`src/rtl/mem_arb_pkg.sv`:
```
// Shared constants for the fetch/data memory arbiter: FSM state encodings,
// owner identifiers and default widths.
package mem_arb_pkg;

   localparam int ADDR_W_DEF       = 32;
   localparam int DATA_W_DEF       = 32;
   localparam int STARVE_LIMIT_DEF = 4;
   localparam int TIMEOUT_CYC_DEF  = 255;

   typedef logic [1:0] state_t;

   localparam state_t ST_IDLE  = 2'd0;
   localparam state_t ST_ISSUE = 2'd1;
   localparam state_t ST_WAIT  = 2'd2;
   localparam state_t ST_RESP  = 2'd3;

   localparam logic OWN_IF = 1'b0;
   localparam logic OWN_DM = 1'b1;

endpackage

```
`src/rtl/mem_arb_prio.sv`:
```
// Grant selection between fetch and data requesters: data wins unless fetch
// has been passed over STARVE_LIMIT times in a row.
module mem_arb_prio
   import mem_arb_pkg::*;
#(
   parameter int STARVE_LIMIT = STARVE_LIMIT_DEF
) (
   input  logic clk,
   input  logic reset,
   input  logic if_req,
   input  logic dm_req,
   input  logic arb_en,
   output logic grant_own
);

   localparam logic [3:0] LIMIT = 4'(STARVE_LIMIT);

   logic [3:0] starve_q;
   logic [3:0] starve_d;
   logic       fetch_starved;

   assign fetch_starved = if_req && (starve_q == LIMIT);

   always_comb begin
      grant_own = OWN_IF;
      if (dm_req && !fetch_starved) begin
         grant_own = OWN_DM;
      end
   end

   // Counter only moves on an actual grant; it saturates so a stuck data
   // requester cannot wrap it back below the limit.
   always_comb begin
      starve_d = starve_q;
      if (arb_en) begin
         if (grant_own == OWN_IF) begin
            starve_d = '0;
         end else if (if_req && (starve_q != LIMIT)) begin
            starve_d = starve_q + 4'd1;
         end
      end
   end

   always_ff @(posedge clk or posedge reset) begin
      if (reset) begin
         starve_q <= '0;
      end else begin
         starve_q <= starve_d;
      end
   end

endmodule

```
`src/rtl/mem_arbiter.sv`:
```
// Single-port memory arbiter for the IF and MEM stages of the core.
// Optional transaction timeout enabled by defining MEM_ARB_TIMEOUT_EN.
module mem_arbiter
   import mem_arb_pkg::*;
#(
   parameter int ADDR_W       = ADDR_W_DEF,
   parameter int DATA_W       = DATA_W_DEF,
   parameter int STARVE_LIMIT = STARVE_LIMIT_DEF,
   parameter int TIMEOUT_CYC  = TIMEOUT_CYC_DEF
) (
   input  logic              clk,
   input  logic              reset,
   input  logic              if_req,
   input  logic [ADDR_W-1:0] if_addr,
   output logic [DATA_W-1:0] if_rdata,
   output logic              if_ack,
   output logic              if_stall,
   input  logic              dm_req,
   input  logic              dm_we,
   input  logic [ADDR_W-1:0] dm_addr,
   input  logic [DATA_W-1:0] dm_wdata,
   output logic [DATA_W-1:0] dm_rdata,
   output logic              dm_ack,
   output logic              dm_stall,
   output logic              mem_req,
   output logic              mem_we,
   output logic [ADDR_W-1:0] mem_addr,
   output logic [DATA_W-1:0] mem_wdata,
   input  logic              mem_ready,
   input  logic              mem_rvalid,
   input  logic [DATA_W-1:0] mem_rdata,
   output logic              timeout_err
);

   state_t            state_q, state_d;
   logic              own_q, own_d;
   logic              we_q, we_d;
   logic [ADDR_W-1:0] addr_q, addr_d;
   logic [DATA_W-1:0] wdata_q, wdata_d;
   logic              mem_req_q, mem_req_d;
   logic              if_ack_q, if_ack_d;
   logic              dm_ack_q, dm_ack_d;
   logic [DATA_W-1:0] if_rdata_q, if_rdata_d;
   logic [DATA_W-1:0] dm_rdata_q, dm_rdata_d;
   logic              grant_own;
   logic              arb_en;
   logic              tmo_hit;

   assign arb_en = (state_q == ST_IDLE) && (if_req || dm_req);

   mem_arb_prio #(
      .STARVE_LIMIT(STARVE_LIMIT)
   ) u_prio (
      .clk      (clk),
      .reset    (reset),
      .if_req   (if_req),
      .dm_req   (dm_req),
      .arb_en   (arb_en),
      .grant_own(grant_own)
   );

`ifdef MEM_ARB_TIMEOUT_EN
   localparam int TMO_W = (TIMEOUT_CYC > 255) ? $clog2(TIMEOUT_CYC + 1) : 8;

   logic [TMO_W-1:0] tmo_cnt_q;
   logic             tmo_err_q;
   logic             in_flight;

   assign in_flight = (state_q == ST_ISSUE) || (state_q == ST_WAIT);
   // A response arriving on the last allowed cycle still completes normally.
   assign tmo_hit   = in_flight && (tmo_cnt_q == TMO_W'(TIMEOUT_CYC - 1))
                      && !((state_q == ST_WAIT) && mem_rvalid);

   always_ff @(posedge clk or posedge reset) begin
      if (reset) begin
         tmo_cnt_q <= '0;
         tmo_err_q <= 1'b0;
      end else begin
         if (state_q == ST_IDLE) begin
            tmo_cnt_q <= '0;
         end else if (in_flight) begin
            tmo_cnt_q <= tmo_cnt_q + 1'b1;
         end
         if (tmo_hit) begin
            tmo_err_q <= 1'b1;
         end
      end
   end

   assign timeout_err = tmo_err_q;
`else
   assign tmo_hit     = 1'b0;
   assign timeout_err = 1'b0;
`endif

   always_comb begin
      state_d    = state_q;
      own_d      = own_q;
      we_d       = we_q;
      addr_d     = addr_q;
      wdata_d    = wdata_q;
      mem_req_d  = mem_req_q;
      if_ack_d   = 1'b0;
      dm_ack_d   = 1'b0;
      if_rdata_d = '0;
      dm_rdata_d = '0;
      case (state_q)
         ST_IDLE: begin
            if (arb_en) begin
               own_d     = grant_own;
               mem_req_d = 1'b1;
               state_d   = ST_ISSUE;
               if (grant_own == OWN_DM) begin
                  we_d    = dm_we;
                  addr_d  = dm_addr;
                  wdata_d = dm_wdata;
               end else begin
                  we_d    = 1'b0;
                  addr_d  = if_addr;
                  wdata_d = '0;
               end
            end
         end
         ST_ISSUE: begin
            if (mem_ready) begin
               mem_req_d = 1'b0;
               state_d   = ST_WAIT;
            end
         end
         ST_WAIT: begin
            if (mem_rvalid) begin
               state_d = ST_RESP;
               if (own_q == OWN_DM) begin
                  dm_ack_d   = 1'b1;
                  dm_rdata_d = we_q ? '0 : mem_rdata;
               end else begin
                  if_ack_d   = 1'b1;
                  if_rdata_d = mem_rdata;
               end
            end
         end
         default: begin
            state_d = ST_IDLE;
         end
      endcase
      // Abort: ack the owner with zero data so the stalled stage can move on.
      if (tmo_hit) begin
         state_d    = ST_RESP;
         mem_req_d  = 1'b0;
         if_ack_d   = (own_q == OWN_IF);
         dm_ack_d   = (own_q == OWN_DM);
         if_rdata_d = '0;
         dm_rdata_d = '0;
      end
   end

   always_ff @(posedge clk or posedge reset) begin
      if (reset) begin
         state_q    <= ST_IDLE;
         own_q      <= OWN_IF;
         we_q       <= 1'b0;
         addr_q     <= '0;
         wdata_q    <= '0;
         mem_req_q  <= 1'b0;
         if_ack_q   <= 1'b0;
         dm_ack_q   <= 1'b0;
         if_rdata_q <= '0;
         dm_rdata_q <= '0;
      end else begin
         state_q    <= state_d;
         own_q      <= own_d;
         we_q       <= we_d;
         addr_q     <= addr_d;
         wdata_q    <= wdata_d;
         mem_req_q  <= mem_req_d;
         if_ack_q   <= if_ack_d;
         dm_ack_q   <= dm_ack_d;
         if_rdata_q <= if_rdata_d;
         dm_rdata_q <= dm_rdata_d;
      end
   end

   assign mem_req   = mem_req_q;
   assign mem_we    = we_q;
   assign mem_addr  = addr_q;
   assign mem_wdata = wdata_q;
   assign if_ack    = if_ack_q;
   assign dm_ack    = dm_ack_q;
   assign if_rdata  = if_rdata_q;
   assign dm_rdata  = dm_rdata_q;
   assign if_stall  = if_req & ~if_ack_q;
   assign dm_stall  = dm_req & ~dm_ack_q;

endmodule

```
`config.mk`:
```
export PLATFORM = sky130hd
export DESIGN_NAME = mem_arbiter
export DESIGN_NICKNAME = d
export VERILOG_FILES = /design/src/rtl/mem_arb_pkg.sv /design/src/rtl/mem_arb_prio.sv /design/src/rtl/mem_arbiter.sv
export SDC_FILE = /design/constraint.sdc
export NUM_CORES = 1
export LEC_CHECK = 0
export ABC_AREA = 1
export ABC_CLOCK_PERIOD_IN_PS = 4700
export CAP_MARGIN = 20
export CORE_MARGIN = 8
export CORE_UTILIZATION = 35
export DETAILED_ROUTE_END_ITERATION = 12
export PLACE_DENSITY = 0.8
export SYNTH_ARGS = -nofsm -noshare
export SYNTH_HDL_FRONTEND = slang
export SYNTH_SLANG_ARGS = --single-unit
```
`constraint.sdc`:
```
create_clock -name clk -period 4.7 [get_ports clk]
set_clock_uncertainty 0.15 [all_clocks]
set_input_delay 0.94 -clock clk [delete_from_list [all_inputs] [get_ports clk]]
set_output_delay 0.94 -clock clk [all_outputs]
set_load 0.02 [all_outputs]
```
==> results of run 1 <==
-- path summary, 6_finish.rpt --
path | from | end | slack (ns) | cells past startpoint
worst max-delay path | if_req | if_stall | 1.27 | 4
worst min-delay path | mem_wdata[19] | mem_wdata[19] | 0.33 | 2
worst max register to register | u_prio.starve_q[0] | mem_wdata[6] | 2.45 | 9
worst min register to register | mem_wdata[19] | mem_wdata[19] | 0.33 | 2
max in group asynchronous | reset | state_q[1] | 2.63 | 3
min in group asynchronous | reset | mem_addr[26] | 0.86 | 2
-- through the flow --
step | cells | cell area [µm²] | utilization [%]
detailed placement | 1119 | 8526 | 53.48
global route | 1152 | 9186 | 57.62
global placement | 1119 | 8526 | 53.48
finish | 1152 | 9186 | 57.62
CTS | 1151 | 9159 | 57.45
floorplan | 659 | 5715 | -
-- critical path, stage by stage --
cell and delay [ns]:
clkdlybuf4s50_1 0.58, inv_2 0.08, nor2_1 0.09, clkdlybuf4s50_1 0.66
-- per-layer routing --
layer | vias to the layer above | GRT usage, % | part of all wire, % | wire (µm)
met5 | - | 0 | 0 | 0
met4 | 0 | 6.032 | 2.1 | 384
met3 | 24 | 9.788 | 13 | 2317
met2 | 226 | 28.35 | 47 | 8487
met1 | 2351 | 18.63 | 38 | 6957
li1 | 2466 | - | - | -
-- layout by cell type (no fill, tap or decap), drive strengths merged --
| cell | n |
|---|---|
| clkinvlp | 3 |
| nand2 | 217 |
| bufinv | 4 |
| nand3 | 70 |
| ha | 6 |
| clkinv | 2 |
| buf | 7 |
| xor2 | 1 |
| o21ai | 5 |
| inv | 116 |
| clkdlybuf4s50 | 268 |
| nand4 | 1 |
| nor2 | 73 |
| clkbuf | 20 |
| nor3 | 1 |
| o21bai | 1 |
| conb | 1 |
| dfrtp | 139 |
| o21a | 1 |
-- flip-flops by register name, indices dropped and copies added, names as in the netlist --
| name | flops |
|---|---|
| own_q | 1 |
| mem_req | 1 |
| u_prio.starve_q | 4 |
| mem_wdata | 32 |
| mem_addr | 32 |
| dm_ack | 1 |
| mem_we | 1 |
| dm_rdata | 32 |
| if_rdata | 32 |
| state_q | 2 |
| if_ack | 1 |
-- power by group --
group	internal (µW)	switching [µW]
Clock	911	518
Combinational	901	1150
Sequential	1560	185
Total	3370	1850
-- cell type report --
type / instances / area (µm²) / area share, %
clock buffers: 20 / 446.7 / 4.862
clock inverters: 12 / 186.4 / 2.029
inverters: 113 / 427.9 / 4.658
multi-input cells: 377 / 1609 / 17.52
flip-flops and latches: 139 / 3478 / 37.86
well taps: 216 / 270.3 / 2.942
repair buffers: 275 / 2768 / 30.13
-- kinds of logic after synthesis --
kind of cell	synth area share, %
and+or+nand+nor	25.74
other	0.06565
xor gates and xnor gates	0.1534
AOI/OAI and AO/OA	0.8983
adders and majority gates	1.314
buffers and inverters	10.93
DFF	60.90
==> impl_metrics.ini, run 1 <==
[logic_synthesis]
ys_seq_area_share_pct = 60.90
post_synth_most_frequent_cells = nand2_1 (215), dfrtp_1 (139), inv_1 (111), nor2_1 (71), nand3_1 (70)
synth_top_area_share_pct = 60.90
netlist_area_um2 = 5712
syn-num-nets = 800
yosys.cell_count.top_type = nand2_1
yosysWarningCount = 0
synth_largest_area_cell = dfrtp_1
synth_edf_count = 0
async_reset_ff_share_pct = 100.0
yosys_most_used_dff = dfrtp_1
synth_cells = 659
yosys_register_bits = 139
netlist-cell-type-count = 24
syn_avg_cell_area_um2 = 8.667
synth.area.top_cells = dfrtp_1 (61%), nand2_1 (14%), inv_1 (7.3%)

[sta]
hold_ws_ns = 0.3255
finalCritPeriodShare_pct = 73.08
min_period_ns = 3.435
final-max-slew-violation-count = 0
worst_slew_pin_slew_ns = 0.7707
hold_violations = 0
rsz0062_at_grt = false
slew_headroom_pct = 48.51
final.setup.worst_slack_ns = 1.265
finalSetupViolations = 0
setup_tns_ns = 0
max_freq_mhz = 291.2

[route]
drt_iter0_drc = 214
postRouteAntennaNets = 0
drt_wl_total_um = 18150
wl_per_cell_um = 15.75
first_pass_iters = 4
drt_drc_violations_left = 0
vias = 5067
vias_per_cell = 4.398

[clock_network]
htreeDepth = 4
clock_sinks = 139
postCtsSetupRepairBufs = 0
hold_buffers = 0
cts_resized = 0
cts_made_buffers = 17
root_buffer = clkbuf_16
cts_buffer_depth = 2
cts_tree = done
clk_pin_slew_ns = 0.06
clock_latency_ns = 0.41

[global_route]
antenna_found_initial = 0
grt_usage_pct = 17.38
overflow = 0
grt_pass1_wl_um = 27290
grt_max_degree = 74
grt_pass1_vias = 5097

[layout]
drive_gt1_share_pct = 4.808
syn_to_final_growth_pct = 60.83
fill_cells = 1404
nets = 1064
diodes = 0

[place]
dp_hpwl_um = 13450
dp_slack_ns = 1.256
port_buffers = 268
place_congestion = 0.8540

[outcome]
status = complete, no violations

[hold_path]
hold_class = register to register

[power_and_ir_drop]
design_power_total_uw = 5217
p_leak_uw = 0.004752
power_per_cell_area_nw_per_um2 = 567.9
vdd.ir_drop.worst_uv = 267.0

[critical_path]
start_kind = input port
crit_fanout = 3
critPathKind = input port to primary output
crit_path_end_kind = primary output
crit_required_ns = 3.61
arrival_ns = 2.34

[job]
maxCapViolations = 0

[floorplan]
chipWidth_um = 143.7
core_um2 = 15940
die_h_um = 143.7
io_pins = 270
dieArea_um2 = 20660
start_util_pct = 35.83
rows = 46
(Power assumes the default switching activity.)
==> run 2, diff against run 1 <==
- ABC_CLOCK_PERIOD_IN_PS: 4700 -> 3280
- PLACE_DENSITY: 0.8 -> 0.77
- clock period: 4.7 -> 3.28 ns (I/O delays scaled with it)
==> impl_metrics.ini, run 2 (synthesis gave the netlist of run 1 again) <==
[outcome]
status = complete, no violations

[critical_path]
crit_end = dm_stall
path_depth = 4
max_stage_delay_ns = 0.64
reg2reg_to = mem_wdata[21]
arrival_ns = 2.02
crit_path_end_kind = primary output
critPathKind = input port to primary output
crit_required_ns = 2.47
cp_num_buf_inv = 3
reg2reg_depth = 10
crit_family = buffers and inverters
slowest_stage = clkdlybuf4s50_1
crit_fanout = 3
r2r_start = u_prio.starve_q[0]
start_kind = input port
worstPathCellList = clkdlybuf4s50_1, inv_1, nor2_1, clkdlybuf4s50_1
cpMostUsedCell = clkdlybuf4s50_1
r2r_setup_slack_ns = 1.27
startpoint = dm_req

[sta]
slew_headroom_pct = 62.75
finalCritPeriodShare_pct = 86.02
max_freq_mhz = 354.4
rsz0062_at_grt = false
hold_ws_ns = 0.3257
final-max-slew-violation-count = 0
finalSetupViolations = 0
min_period_ns = 2.821
worst_slew_pin_slew_ns = 0.5580
hold_violations = 0
setup_tns_ns = 0

[job]
maxCapViolations = 0

[clock_network]
postCtsSetupRepairBufs = 0
cts_resized = 0
clock_latency_ns = 0.41
htreeDepth = 4
clock_sinks = 139
cts_made_buffers = 17
cts_tree = done
root_buffer = clkbuf_16
hold_buffers = 0
cts_buffer_depth = 2
clk_pin_slew_ns = 0.05

[layout]
nets = 1066
syn_to_final_growth_pct = 60.61
multi_input_comb_area_um2 = 1609
area.sequential_um2 = 3478
mostFrequentLayoutCells = clkdlybuf4s50_1 (268), nand2_1 (215), dfrtp_1 (139), inv_1 (110), nor2_1 (71)
drive_gt1_share_pct = 5.123
fill_cells = 1403
layout_commonest_cell = clkdlybuf4s50_1
diodes = 0

[global_route]
grt_max_degree = 86
grt_pass1_vias = 5265
grt_usage_pct = 17.36
overflow = 0
grt_pass1_wl_um = 27610
antenna_found_initial = 0

[floorplan]
dieArea_um2 = 20660
chipWidth_um = 143.7
start_util_pct = 35.83
core_um2 = 15940
io_pins = 270
die_h_um = 143.7
rows = 46

[power_and_ir_drop]
power_per_cell_area_nw_per_um2 = 807.9
p_leak_uw = 0.004759
vdd.ir_drop.worst_uv = 369.5

[route]
drt_iter0_drc = 245
wl_met2_um = 8150
postRouteAntennaNets = 0
drt_wl_total_um = 17940
drt_drc_violations_left = 0
vias = 5071
highest_layer = met4
drt-met1-wl_um = 6921
vias_per_cell = 4.398
wl_per_cell_um = 15.56
first_pass_iters = 4
dr_wl_met3_um = 2506

[place]
place_congestion = 0.8910
dp_hpwl_um = 13220
port_buffers = 268

[hold_path]
hold_class = register to register
## run 2: layout make-up
type                            instances  share of cell area [%]
Tap cell                              216                   2.946
Clock buffer                           19                   4.937
Sequential cell                       139                   37.92
Timing Repair Buffer                  277                   30.25
Inverter                              113                   4.664
Multi-Input combinational cell        377                   17.54
Clock inverter                         12                   1.746
## run 2: layer usage
| layer | vias to the layer above | global-route usage (%) |
|---|---|---|
| met3 | 23 | 10.35 |
| li1 | 2470 | - |
| met2 | 232 | 27.25 |
| met4 | 0 | 5.811 |
| met1 | 2346 | 19.20 |
| met5 | - | 0 |
## run 2: worst min path at each step
stage / slack [ns] / end / from / cells past startpoint
3_5_place_dp: 0.31 / mem_addr[14] / mem_addr[14] / 2
3_3_place_gp: 0.31 / mem_addr[10] / mem_addr[10] / 2
5_1_grt: 0.34 / mem_addr[3] / mem_addr[3] / 2
6_report: 0.33 / mem_wdata[25] / mem_wdata[25] / 2
4_1_cts: 0.33 / mem_addr[14] / mem_addr[14] / 2
2_1_floorplan: 0.29 / if_ack / own_q / 1
## run 2: metrics by stage
step / total power [µW] / utilization [%] / cell area, µm² / cells / setup WS (ns)
finish: 7411 / 57.54 / 9174 / 1153 / 0.4586
global route: 7834 / 57.54 / 9174 / 1153 / 0.3825
CTS: 7500 / 57.54 / 9174 / 1153 / 0.4399
detailed placement: 5466 / 53.70 / 8561 / 1122 / 0.4449
global placement: 5402 / 53.70 / 8561 / 1122 / 0.4541
floorplan: 4026 / - / 5715 / 659 / 0.7389
## run 2: worst min-delay path: cells and delay by family (launching register included)
kind	cells	cell delay [ns]
DFF	1	0.34
and+or+nand+nor	2	0.10
## run 2: where the power goes
group	switching, µW	internal (µW)	leakage, µW
combinational	1630	1290	0.00262
clock	744	1240	0.000306
sequential	275	2230	0.00184
total	2650	4760	0.00476
==> run 3, diff against run 2 <==
- PLACE_DENSITY: 0.77 -> 0.67
==> impl_metrics.ini, run 3 (synthesis gave the netlist of run 1 again) <==
[sta]
finalCritPeriodShare_pct = 89.20
final.setup.worst_slack_ns = 0.3544
setup_tns_ns = 0
hold_ws_ns = 0.3265
max_freq_mhz = 341.8
hold_violations = 0
slew_headroom_pct = 51.26
rsz0062_at_grt = false
min_period_ns = 2.926
finalSetupViolations = 0
worst_slew_pin_slew_ns = 0.7311
final-max-slew-violation-count = 0

[clock_network]
clock_latency_ns = 0.41
postCtsSetupRepairBufs = 0
htreeDepth = 4
cts_buffer_depth = 2
cts_resized = 0
hold_buffers = 0
cts_tree = done
cts_made_buffers = 17
clock_sinks = 139
root_buffer = clkbuf_16
clk_pin_slew_ns = 0.06

[floorplan]
rows = 46
chipWidth_um = 143.7
dieArea_um2 = 20660
die_h_um = 143.7
core_um2 = 15940
io_pins = 270
start_util_pct = 35.83

[critical_path]
crit_required_ns = 2.47
max_stage_delay_ns = 0.64
r2r_setup_slack_ns = 1.38
crit_fanout = 3
worstPathCellList = clkdlybuf4s50_1, inv_2, nor2_1, clkdlybuf4s50_1
cpMostUsedCell = clkdlybuf4s50_1
critPathKind = input port to primary output
start_kind = input port
cp_num_buf_inv = 3
crit_family = buffers and inverters
slowest_stage = clkdlybuf4s50_1
arrival_ns = 2.12
crit_path_end_kind = primary output

[global_route]
grt_max_degree = 140
grt_usage_pct = 17.44
grt_pass1_vias = 5113
grt_pass1_wl_um = 27590
antenna_found_initial = 0
overflow = 0

[route]
vias = 4999
postRouteAntennaNets = 0
first_pass_iters = 4
drt_iter0_drc = 164
drt_wl_total_um = 18000
drt_drc_violations_left = 0
vias_per_cell = 4.332
wl_per_cell_um = 15.60

[power_and_ir_drop]
p_leak_uw = 0.004708
power_per_cell_area_nw_per_um2 = 789.9
vdd.ir_drop.worst_uv = 332.5
design_power_total_uw = 7187

[place]
port_buffers = 268
place_congestion = 0.7993
dp_slack_ns = 0.3428
dp_hpwl_um = 12820

[layout]
area.sequential_um2 = 3478
layout_commonest_cell = clkdlybuf4s50_1
mostFrequentLayoutCells = clkdlybuf4s50_1 (268), nand2_1 (215), dfrtp_1 (139), inv_1 (110), nor2_1 (71)
fill_cells = 1477
multi_input_comb_area_um2 = 1609
nets = 1066
syn_to_final_growth_pct = 59.30
drive_gt1_share_pct = 5.016

[hold_path]
hold_class = register to register

[outcome]
status = complete, no violations

[job]
maxCapViolations = 0
-- run 3: cell count changes in the layout (fill, tap and decap cells not counted), sizes merged --
cell | previous run | this run
clkbuf | 19 | 18
clkinv | 5 | 4
clkinvlp | 1 | 5
diode | 0 | 1
bufinv | 3 | 1
-- run 3: layer usage --
metal / global-route usage (%) / share of wire, % / routed length, µm / up-vias
met2: 26.58 / 44 / 7996 / 220
met3: 10.75 / 15 / 2727 / 20
met4: 5.534 / 1.3 / 238 / 0
li1: - / - / - / 2470
met1: 19.85 / 39 / 7040 / 2289
met5: 0 / 0 / 0 / -
-- run 3: power by group --
| group | leakage [µW] | switching [µW] | internal, µW | total (µW) |
|---|---|---|---|---|
| Clock | 0.000259 | 749 | 1040 | 1790 |
| Combinational | 0.00261 | 1610 | 1280 | 2900 |
| Sequential | 0.00184 | 266 | 2230 | 2490 |
| Total | 0.00471 | 2630 | 4560 | 7190 |
-- run 3: final timing paths --
kind                                   start      endpoint  depth (start not counted)
max in group asynchronous              reset   mem_addr[5]                          3
worst max register to register    state_q[0]  dm_rdata[13]                          7
min in group asynchronous              reset  if_rdata[22]                          3
worst min-delay path            mem_addr[23]  mem_addr[23]                          2
worst min register to register  mem_addr[23]  mem_addr[23]                          2
worst max-delay path                  if_req      if_stall                          4
-- run 3: cell type report --
| type | count | area share [%] |
|---|---|---|
| clock buffer | 18 | 4.717 |
| inverter | 113 | 4.703 |
| clock inverter | 13 | 1.306 |
| timing repair buffer | 277 | 30.36 |
| multi-input combinational | 377 | 17.68 |
| antenna | 1 | 0.02750 |
| sequential | 139 | 38.23 |
| tap | 216 | 2.970 |
-- run 3: stage by stage --
step                      instance area, µm²  utilization [%]  std cells
after global routing                    9096            57.06       1153
after CTS                               9096            57.06       1153
after detailed placement                8548            53.62       1122
after floorplan                         5715                -        659
final                                   9099            57.07       1154
after global placement                  8548            53.62       1122
-- run 3: worst register-to-register path: stages, from the launching register on --
cell	delay, ns
dfrtp_1	0.42
inv_1	0.10
ha_1	0.19
inv_1	0.06
nor2_1	0.16
nand2_1	0.30
buf_4	0.32
nor2_1	0.14
